## src/rtl/ps2_host_rx_if.sv

```systemverilog
// Bundle of the PS/2 line pair, inhibit output and FIFO read side of ps2_host_rx.
// slave = receiver side, master = the logic driving the lines and reading bytes.
interface ps2_host_rx_if;
  logic       ps2_clk;
  logic       ps2_data;
  logic       ps2_clk_oe;
  logic       rd;
  logic [7:0] dout;
  logic       empty;
  logic       frame_err;
  logic       overflow;
  logic       busy;

  modport slave (
    input  ps2_clk, ps2_data, rd,
    output ps2_clk_oe, dout, empty, frame_err, overflow, busy
  );

  modport master (
    output ps2_clk, ps2_data, rd,
    input  ps2_clk_oe, dout, empty, frame_err, overflow, busy
  );
endinterface

```

## src/rtl/ps2_host_rx.sv

```systemverilog
// Host-side PS/2 receiver: sync + glitch filter, framing FSM with timeout, FWFT byte FIFO.
// Optional device inhibit while the FIFO is full is enabled by defining PS2_RX_INHIBIT_EN.
//
// state    | meaning
// S_IDLE   | waiting for a start bit (data=0 on a strobe)
// S_DATA   | shifting in 8 data bits, LSB first
// S_PARITY | capturing the parity bit
// S_STOP   | checking stop bit and parity, pushing the byte
module ps2_host_rx #(
  parameter int FIFO_AW        = 2,
  parameter int FILTER_LEN     = 4,
  parameter int TIMEOUT_CYCLES = 21000
) (
  input  logic         clk_sys,
  input  logic         reset_n,
  ps2_host_rx_if.slave bus
);

  localparam int FCW   = (FILTER_LEN > 2) ? $clog2(FILTER_LEN) : 1;
  localparam int TW    = $clog2(TIMEOUT_CYCLES + 1);
  localparam int DEPTH = 2 ** FIFO_AW;

  localparam logic [FCW-1:0]   FCNT_LAST = FCW'(FILTER_LEN - 1);
  localparam logic [FCW-1:0]   FCNT_ONE  = FCW'(1);
  localparam logic [TW-1:0]    TCNT_LOAD = TW'(TIMEOUT_CYCLES - 1);
  localparam logic [TW-1:0]    TCNT_ONE  = TW'(1);
  localparam logic [FIFO_AW:0] PTR_ONE   = (FIFO_AW + 1)'(1);

  typedef enum logic [1:0] {
    S_IDLE,
    S_DATA,
    S_PARITY,
    S_STOP
  } state_t;

  logic clk_s1, clk_s2, dat_s1, dat_s2;
  logic filt_q, filt_d;
  logic [FCW-1:0] fcnt_q, fcnt_d;
  logic strobe;
  logic inhibit;

  state_t     state_q, state_d;
  logic [7:0] shreg_q, shreg_d;
  logic [2:0] bcnt_q, bcnt_d;
  logic       par_q, par_d;
  logic [TW-1:0] tcnt_q;
  logic       timeout;
  logic       push;
  logic       err_d;
  logic       ferr_q, ovf_q;

  logic [7:0]     mem [DEPTH];
  logic [FIFO_AW:0] wp_q, rp_q;
  logic           full, empty_w, pop, wr, ovf_d;

  // Both line synchronisers reset to the idle-high bus level.
  always_ff @(posedge clk_sys) begin
    if (!reset_n) begin
      clk_s1 <= 1'b1;
      clk_s2 <= 1'b1;
      dat_s1 <= 1'b1;
      dat_s2 <= 1'b1;
    end else begin
      clk_s1 <= bus.ps2_clk;
      clk_s2 <= clk_s1;
      dat_s1 <= bus.ps2_data;
      dat_s2 <= dat_s1;
    end
  end

  // fcnt tracks how many consecutive synced samples have disagreed with the filtered level.
  always_comb begin
    filt_d = filt_q;
    fcnt_d = '0;
    strobe = 1'b0;
    if (inhibit) begin
      filt_d = 1'b1;
    end else if (clk_s2 != filt_q) begin
      if (fcnt_q == FCNT_LAST) begin
        filt_d = clk_s2;
        strobe = filt_q;
      end else begin
        fcnt_d = fcnt_q + FCNT_ONE;
      end
    end
  end

  always_ff @(posedge clk_sys) begin
    if (!reset_n) begin
      filt_q <= 1'b1;
      fcnt_q <= '0;
    end else begin
      filt_q <= filt_d;
      fcnt_q <= fcnt_d;
    end
  end

  always_ff @(posedge clk_sys) begin
    if (!reset_n) begin
      state_q <= S_IDLE;
      shreg_q <= '0;
      bcnt_q  <= '0;
      par_q   <= 1'b0;
      ferr_q  <= 1'b0;
      ovf_q   <= 1'b0;
    end else begin
      state_q <= state_d;
      shreg_q <= shreg_d;
      bcnt_q  <= bcnt_d;
      par_q   <= par_d;
      ferr_q  <= err_d;
      ovf_q   <= ovf_d;
    end
  end

  always_comb begin
    state_d = state_q;
    shreg_d = shreg_q;
    bcnt_d  = bcnt_q;
    par_d   = par_q;
    push    = 1'b0;
    err_d   = 1'b0;
    timeout = (state_q != S_IDLE) && (tcnt_q == '0);
    if (strobe) begin
      case (state_q)
        S_IDLE: begin
          if (!dat_s2) begin
            state_d = S_DATA;
            bcnt_d  = '0;
          end else begin
            err_d = 1'b1;
          end
        end
        S_DATA: begin
          shreg_d = {dat_s2, shreg_q[7:1]};
          bcnt_d  = bcnt_q + 3'd1;
          if (bcnt_q == 3'd7) state_d = S_PARITY;
        end
        S_PARITY: begin
          par_d   = dat_s2;
          state_d = S_STOP;
        end
        S_STOP: begin
          if (dat_s2 && (^{shreg_q, par_q})) push = 1'b1;
          else err_d = 1'b1;
          state_d = S_IDLE;
        end
        default: state_d = S_IDLE;
      endcase
    end else if (timeout) begin
      state_d = S_IDLE;
      err_d   = 1'b1;
    end
  end

  // Mid-frame watchdog: reloads on every strobe and while idle, expires at zero.
  always_ff @(posedge clk_sys) begin
    if (!reset_n) begin
      tcnt_q <= TCNT_LOAD;
    end else if (strobe || (state_q == S_IDLE)) begin
      tcnt_q <= TCNT_LOAD;
    end else if (tcnt_q != '0) begin
      tcnt_q <= tcnt_q - TCNT_ONE;
    end
  end

  assign empty_w = (wp_q == rp_q);
  assign full    = (wp_q[FIFO_AW] != rp_q[FIFO_AW]) &&
                   (wp_q[FIFO_AW-1:0] == rp_q[FIFO_AW-1:0]);
  assign pop     = bus.rd && !empty_w;
  assign wr      = push && (!full || pop);
  assign ovf_d   = push && full && !pop;

  always_ff @(posedge clk_sys) begin
    if (!reset_n) begin
      wp_q <= '0;
      rp_q <= '0;
    end else begin
      if (wr)  wp_q <= wp_q + PTR_ONE;
      if (pop) rp_q <= rp_q + PTR_ONE;
    end
  end

  always_ff @(posedge clk_sys) begin
    if (wr) mem[wp_q[FIFO_AW-1:0]] <= shreg_q;
  end

  assign bus.dout      = empty_w ? 8'h00 : mem[rp_q[FIFO_AW-1:0]];
  assign bus.empty     = empty_w;
  assign bus.frame_err = ferr_q;
  assign bus.overflow  = ovf_q;
  assign bus.busy      = (state_q != S_IDLE);

`ifdef PS2_RX_INHIBIT_EN
  logic oe_q;

  // Only asserted between frames so a byte in flight is never truncated.
  always_ff @(posedge clk_sys) begin
    if (!reset_n) oe_q <= 1'b0;
    else          oe_q <= full && (state_q == S_IDLE);
  end

  assign inhibit        = oe_q;
  assign bus.ps2_clk_oe = oe_q;
`else
  assign inhibit        = 1'b0;
  assign bus.ps2_clk_oe = 1'b0;
`endif

endmodule
```

## src/flat_wrapper.sv

```systemverilog
// flat-port wrapper written by rule: the top's interface ports become plain ports
module ps2_host_rx_flat 
#(
  parameter int FIFO_AW        = 2,
  parameter int FILTER_LEN     = 4,
  parameter int TIMEOUT_CYCLES = 21000
)
  (clk_sys, reset_n, bus_ps2_clk, bus_ps2_data, bus_rd, bus_ps2_clk_oe, bus_dout, bus_empty, bus_frame_err, bus_overflow, bus_busy);
  ps2_host_rx_if bus_i ();
  input  logic clk_sys;
  input  logic reset_n;
  input wire logic [$bits(bus_i.ps2_clk)-1:0] bus_ps2_clk;
  input wire logic [$bits(bus_i.ps2_data)-1:0] bus_ps2_data;
  input wire logic [$bits(bus_i.rd)-1:0] bus_rd;
  output wire logic [$bits(bus_i.ps2_clk_oe)-1:0] bus_ps2_clk_oe;
  output wire logic [$bits(bus_i.dout)-1:0] bus_dout;
  output wire logic [$bits(bus_i.empty)-1:0] bus_empty;
  output wire logic [$bits(bus_i.frame_err)-1:0] bus_frame_err;
  output wire logic [$bits(bus_i.overflow)-1:0] bus_overflow;
  output wire logic [$bits(bus_i.busy)-1:0] bus_busy;
  assign bus_i.ps2_clk = bus_ps2_clk;
  assign bus_i.ps2_data = bus_ps2_data;
  assign bus_i.rd = bus_rd;
  assign bus_ps2_clk_oe = bus_i.ps2_clk_oe;
  assign bus_dout = bus_i.dout;
  assign bus_empty = bus_i.empty;
  assign bus_frame_err = bus_i.frame_err;
  assign bus_overflow = bus_i.overflow;
  assign bus_busy = bus_i.busy;
  ps2_host_rx #(.FIFO_AW(FIFO_AW), .FILTER_LEN(FILTER_LEN), .TIMEOUT_CYCLES(TIMEOUT_CYCLES)) u_core (.clk_sys(clk_sys), .reset_n(reset_n), .bus(bus_i));
endmodule
```

## config.mk

```make
export PLATFORM = sky130hd
export DESIGN_NAME = ps2_host_rx_flat
export DESIGN_NICKNAME = d
export VERILOG_FILES = /design/src/rtl/ps2_host_rx_if.sv /design/src/rtl/ps2_host_rx.sv /design/src/flat_wrapper.sv
export SDC_FILE = /design/constraint.sdc
export NUM_CORES = 1
export LEC_CHECK = 0
export BUFFER_PORTS_ARGS = -buffer_cell sky130_fd_sc_hd__buf_2
export CAP_MARGIN = 20
export CORE_MARGIN = 2
export CORE_UTILIZATION = 27
export CTS_BUF_LIST = sky130_fd_sc_hd__clkbuf_4
export CTS_CLUSTER_SIZE = 8
export DETAILED_ROUTE_END_ITERATION = 8
export PLACE_DENSITY = 0.39
export SLEW_MARGIN = 15
export SYNTH_ARGS = -nofsm -noshare
export SYNTH_HDL_FRONTEND = slang
export SYNTH_SLANG_ARGS = --single-unit
export TNS_END_PERCENT = 10
```

## constraint.sdc

```tcl
create_clock -name clk_sys -period 2.5 [get_ports clk_sys]
set_clock_uncertainty 0.1 [all_clocks]
set_input_delay 0 -clock clk_sys [delete_from_list [all_inputs] [get_ports clk_sys]]
set_output_delay 0 -clock clk_sys [all_outputs]
set_load 0.005 [all_outputs]
```

Word-level counts from Yosys, hierarchy flattened. Memory sizes are Yosys's and may differ from the RTL's. A register that Yosys moved wholly into a read port is not among the register bits. Index checks and enable logic that the tools add are counted.

RAM bits: 32. Flip-flop bits (word level): 44. Memories kept: 1. Word-level logic and storage cells: 83. Bits of input ports: 5. Output and inout port bits: 13.

Memory list: u_core.mem (depth 4, bits a word 8, rd ports 1, clocked after Yosys merged registers in 1, wr ports 1, line ps2_host_rx.sv:52) `logic [7:0] mem [DEPTH];`.

Bitwise logic cells: 2. Multiplexer cells: 22. Reductions and logical operators: 26. Eq/ne operators: 12. Add/sub/neg operators: 5.

Operator list (count): $logic_not A15 Y1 (1); $reduce_bool A15 Y1 (1); $sub A15 B1 Y15 const B (1); $mux W2 (6); $mux W1 (11); $add A3 B1 Y3 const B (3); $reduce_xor A9 Y1 (1); $mux W8 (1); $pmux W2 S4 (1); $logic_and A1 B1 Y1 (7); $eq A2 B2 Y1 const B (3); $ne A3 B3 Y1 const B (2); $pmux W3 S2 (1); $reduce_and A2 Y1 (3); $reduce_and A3 Y1 (2); $reduce_bool A2 Y1 (3); $eq A3 B3 Y1 (1); $eq A3 B3 Y1 const B (1); $logic_not A1 Y1 (3); $mux W3 (1); $reduce_or A3 Y1 (1); $add A2 B1 Y2 const B (1); $eq A2 B1 Y1 const B (1); $eq A2 B2 Y1 (1); 7 further kinds (10).

Logic depth before layout (Yosys ltp).
Depth after elaboration: 8. Depth in mapped cells: 8. Depth with buffers taken out: 7.

Worst setup path after synthesis. OpenSTA, ideal clock, no wires.

Path type: register -> register. Start point: register u_core.shreg_q[4]. End point: memory u_core.mem[2][0] (enable). Arrival time: 1.752 ns. Path buffers: 0. Cell stages (with the launch flop): 6. Slack: 0.317 ns. Cells stage by stage: dfxtp_1 xor2_1 xnor3_2 xnor2_4 nor3_4 and2_1.

Longest elaborated chain between the ends: 8.

RTL lines: start, declared (line ps2_host_rx.sv:43) `logic [7:0] shreg_q, shreg_d;`; start signal, assigned (line ps2_host_rx.sv:108) `shreg_q <= shreg_d;`; $reduce_xor A9 Y1 (line ps2_host_rx.sv:144) `if (dat_s2 && (^{shreg_q, par_q})) push = 1'b1;`; $logic_and A1 B1 Y1 (line ps2_host_rx.sv:144); $mux W1 (line ps2_host_rx.sv:144); $mux W1 (line ps2_host_rx.sv:125) `case (state_q)`; $mux W1 (line ps2_host_rx.sv:124) `if (strobe) begin`; $logic_and A1 B1 Y1 (line ps2_host_rx.sv:171) `assign wr = push && (!full || pop);`; $mux W1 (line ps2_host_rx.sv:185) `if (wr) mem[wp_q[FIFO_AW-1:0]] <= shreg_q;`; $mux W1 (implied by the code) (line ps2_host_rx.sv:185); end, declared (line ps2_host_rx.sv:52).

No other way between the ends.

Worst setup path in the final report.
Start point: register u_core.shreg_q[7]. End point: memory u_core.mem[0][6] (enable).

Same word-level chain as after synthesis.

==> flow_results.org <==
** Run status
- Run status :: finished clean

** Logic synthesis
- After synthesis the netlist holds a flip-flop and latch count of 78.
- Async set or reset register ratio after synthesis :: 0
- For this run, the number of Yosys warnings is 0.
- Among all flip-flop cells after synthesis, the most frequent one is sky130_fd_sc_hd__dfxtp_1.
- After technology mapping, the gate count stands at 295.
- By area, the combinational part of the netlist is dominated by simple AND/OR/NAND/NOR gates.
- Post-synthesis xor/xnor area fraction :: 0.0704
- Of the total synthesized cell area, the portion taken by AND, OR, NAND and NOR gates is 0.190.
- The compound-cell area share of the yosys netlist came to 0.0539.
- Synth Net Count :: 314
- Mux share of post-synthesis cell area :: 0.0719
- For this run, the register share of the synthesized area comes to 0.540.
- The average instance in the mapped netlist occupies 11.8 sq um.
- The mapped netlist covers around 3500 sq um.
- Post-synth EDFFs :: 32
- After synthesis, the netlist uses 43 different library cells.
- Of the total synthesized cell area, the portion taken by full adders, half adders and majority gates is 0.0503.

** Placement
- After legalization and detailed placement, the total HPWL measured 4710 microns.
- At the placement stage, the worst setup path has a slack of 137 ps.
- Routability-driven placement finished with a final weighted congestion of 0.752.
- Including well taps, the total number of placed cells is 483.
- Number of I/O port buffers :: 16

** Clock network
- Clock Pin Slew Worst Setup and Hold Paths :: 130 ps
- For the worst-skew pair, the clock arrives at the later sink with an insertion delay of 450 ps.
- Maximum buffer depth of the clock tree :: 2
- Root Buffer :: sky130_fd_sc_hd__clkbuf_4
- The number of clock buffers added by TritonCTS is 9.
- CTS saw 78 sinks.
- CTS tree :: built
- Number of H-tree levels :: 3

** Cells and area
- Diodes inserted :: 0
- Leading cell types in the layout, fill and taps excluded :: sky130_fd_sc_hd__dfxtp_1, sky130_fd_sc_hd__nand2_1, sky130_fd_sc_hd__edfxtp_1
- Share of layout cells above drive strength 1 :: 0.183
- The library cell used most frequently in the layout, excluding fill and tap cells, is sky130_fd_sc_hd__dfxtp_1.
- Number of inserted filler cells in the final layout :: between 1000 and 1500
- The final layout contains 347 nets.
- From synthesis to final layout, the design area changed by 15.1%.
- Number of cells in the finished layout apart from fillers :: 505

** Power
- The share of total power dissipated in combinational logic is 0.014.
- Part of the power in registers :: 0.644
- VDD IR-drop max :: 164 uV
- P_sw :: around 0.00049 W
- In this run the power density over the cells is 511 nW/um^2.
- Total power for the finished layout comes to about 0.002 W.
- The share of total power dissipated in the clock network is 0.342.
- Sw Share :: 0.241
- Internal power comes to roughly 0.0016 W.
- The analysis attributes to cell leakage a power of 1.41 nW.

** Drt
- First-pass detailed-route iteration total :: 4
- The routed layout has 2178 vias.
- Dividing the detail-routed via count by the number of cells gives roughly 4.3.
- In the routed design, unresolved DRC markers number 0.
- The final layout contains routed wiring with a total length of 6610 microns.
- In the final routed layout, each cell accounts on average for 13.1 microns.
- The first routing iteration left 86 violations.
- Once detail routing completed, the nets flagged for antenna violations numbered 0.

** Timing
- Maximum clock frequency :: 436 MHz
- The count of final max-slew check failures came to 0.
- TNS Setup :: 0 ps
- Minimum clock period :: 2290 ps
- Setup WS post-layout :: 207 ps
- In this run the tightest slew margin relative to its limit is 0.630.
- At the pin with the least slew margin, the transition time is 554 ps.
- Setup repair after global routing left no endpoint under its margin.
- The number of hold violations in the final report was 0.
- Crit share post-route :: 0.917
- Setup violations remaining at the end of the flow were counted as 0.

** Worst setup path
- Start-to-end type of the worst setup path :: flip-flop to flip-flop
- WP data required :: 2570 ps
- For the worst setup path, the data arrival time is 2360 ps.
- Of all nets on the critical path, the largest fanout is 7.
- Startpoint type of the worst setup path :: flip-flop
- CP Capture Type :: flip-flop

** Global route
- In the global route stage, overall resource usage came out at 0.105.
- Entering global routing, the biggest net connects 35 pins.
- Global-route wire length before repair :: 11200 microns
- Via count of the first global-routing pass :: 2140
- Grt ovf :: 0
- Number of antenna violations at the first check in global routing :: 0

** Floorplan
- From left edge to right edge, the die measures 118 microns.
- The initial utilization of the core area, before any placement, comes to 0.276.
- The die is around 120 microns tall.
- CORE AREA :: between 10000 and 15000 sq um
- Number of top-level design ports :: 18
- Number of standard-cell rows in the floorplan :: 41
- The floorplan step defined a die boundary enclosing 13800 sq um.

** Worst hold path
- The min-delay analysis places its worst path in the category flip-flop to flip-flop.

** Run
- Max-cap violations in this run came to 0.
-- power groups by stage --
stage	combinational, W	sequential (W)	clock (W)
global route	0.0000322	0.00132	0.000785
CTS	0.0000295	0.00132	0.000738
global placement	0.0000228	0.00135	0
finish	0.0000288	0.00132	0.000701
floorplan	0.0000149	0.00135	0
detailed placement	0.0000225	0.00135	0
-- registers in the layout (all words and copies together) (netlist names), 2 cells and up, named ones only --
| signal | flops |
|---|---|
| u_core.mem | 32 |
| u_core.tcnt_q | 15 |
| u_core.shreg_q | 8 |
| u_core.bcnt_q | 3 |
| u_core.rp_q | 3 |
| u_core.wp_q | 3 |
| u_core.fcnt_q | 2 |
| u_core.state_q | 2 |
-- cell families after synthesis --
kind of cell | count (synthesis)
XOR/XNOR | 22
multiplexers | 15
flip-flops | 78
AND/OR/NAND/NOR | 118
adder cells (fa/ha/maj) | 14
buffers and inverters | 19
other | 1
AO/OA/AOI/OAI | 28
-- Yosys cell counts, types with 9 or more instances --
| master | n | area, sq um |
|---|---|---|
| sky130_fd_sc_hd__dfxtp_1 | 46 | 921 |
| sky130_fd_sc_hd__xor2_1 | 11 | 96.3 |
| sky130_fd_sc_hd__edfxtp_1 | 32 | 961 |
| sky130_fd_sc_hd__nand2_1 | 39 | 146 |
| sky130_fd_sc_hd__nor2b_1 | 12 | 75.1 |
| sky130_fd_sc_hd__a21boi_0 | 11 | 82.6 |
| sky130_fd_sc_hd__nor2_1 | 12 | 45.0 |
| sky130_fd_sc_hd__inv_1 | 9 | 33.8 |
| sky130_fd_sc_hd__ha_1 | 14 | 175 |
-- layout make-up --
class | instances | area, sq um | area share
Multi-Input combinational cell | 198 | 1520 | 0.380
Clock inverter | 6 | 47.5 | 0.0119
Tap cell | 172 | 215 | 0.0537
Sequential cell | 78 | 1880 | 0.470
Timing Repair Buffer | 32 | 228 | 0.0568
Clock buffer | 10 | 75.1 | 0.0187
Inverter | 9 | 33.8 | 0.00843
-- worst max-delay path, cell delays in order, from the launching register on --
cell                      delay, ps
sky130_fd_sc_hd__dfxtp_1        490
sky130_fd_sc_hd__xnor2_1        190
sky130_fd_sc_hd__xnor3_2        420
sky130_fd_sc_hd__xnor2_4        200
sky130_fd_sc_hd__nor3_4         270
sky130_fd_sc_hd__and2_1         200
sky130_fd_sc_hd__buf_4          140
-- final timing paths --
| check | startpoint | end | slack, ps | depth (start not counted) |
|---|---|---|---|---|
| setup / recovery | u_core.shreg_q[7]$_SDFFE_PN0P_ | u_core.mem[0][6]$_DFFE_PP_ | 210 | 6 |
| hold / removal | u_core.dat_s1$_SDFF_PN1_ | u_core.dat_s2$_SDFF_PN1_ | 320 | 1 |
| setup reg to reg | u_core.shreg_q[7]$_SDFFE_PN0P_ | u_core.mem[0][6]$_DFFE_PP_ | 210 | 6 |
| hold reg to reg | u_core.dat_s1$_SDFF_PN1_ | u_core.dat_s2$_SDFF_PN1_ | 320 | 1 |
-- through the flow --
stage / hold WS [ps] / area [sq um] / util
2_1_floorplan: -27.0 / 3480 / -
3_3_place_gp: 80.7 / 3820 / 0.303
3_5_place_dp: 84.8 / 3820 / 0.303
4_1_cts: 325 / 4000 / 0.317
5_1_grt: 333 / 4010 / 0.317
6_report: 321 / 4010 / 0.317
-- routing by layer --
layer  share of wire  GRT usage  wire, microns
met2            0.45      0.157           2970
met5               0          0              0
met3           0.028     0.0276            188
met1            0.49      0.136           3270
met4           0.027     0.0633            180
-- repair_timing --
item | CTS | global route
gates resized for setup | 0 | 2
hold buffers | 6 | 0
setup buffers | 0 | 0
endpoints found under the hold margin | 32 | 0
setup endpoints to repair | 0 | 21
No activity file was read; power rests on OpenSTA's default activity.
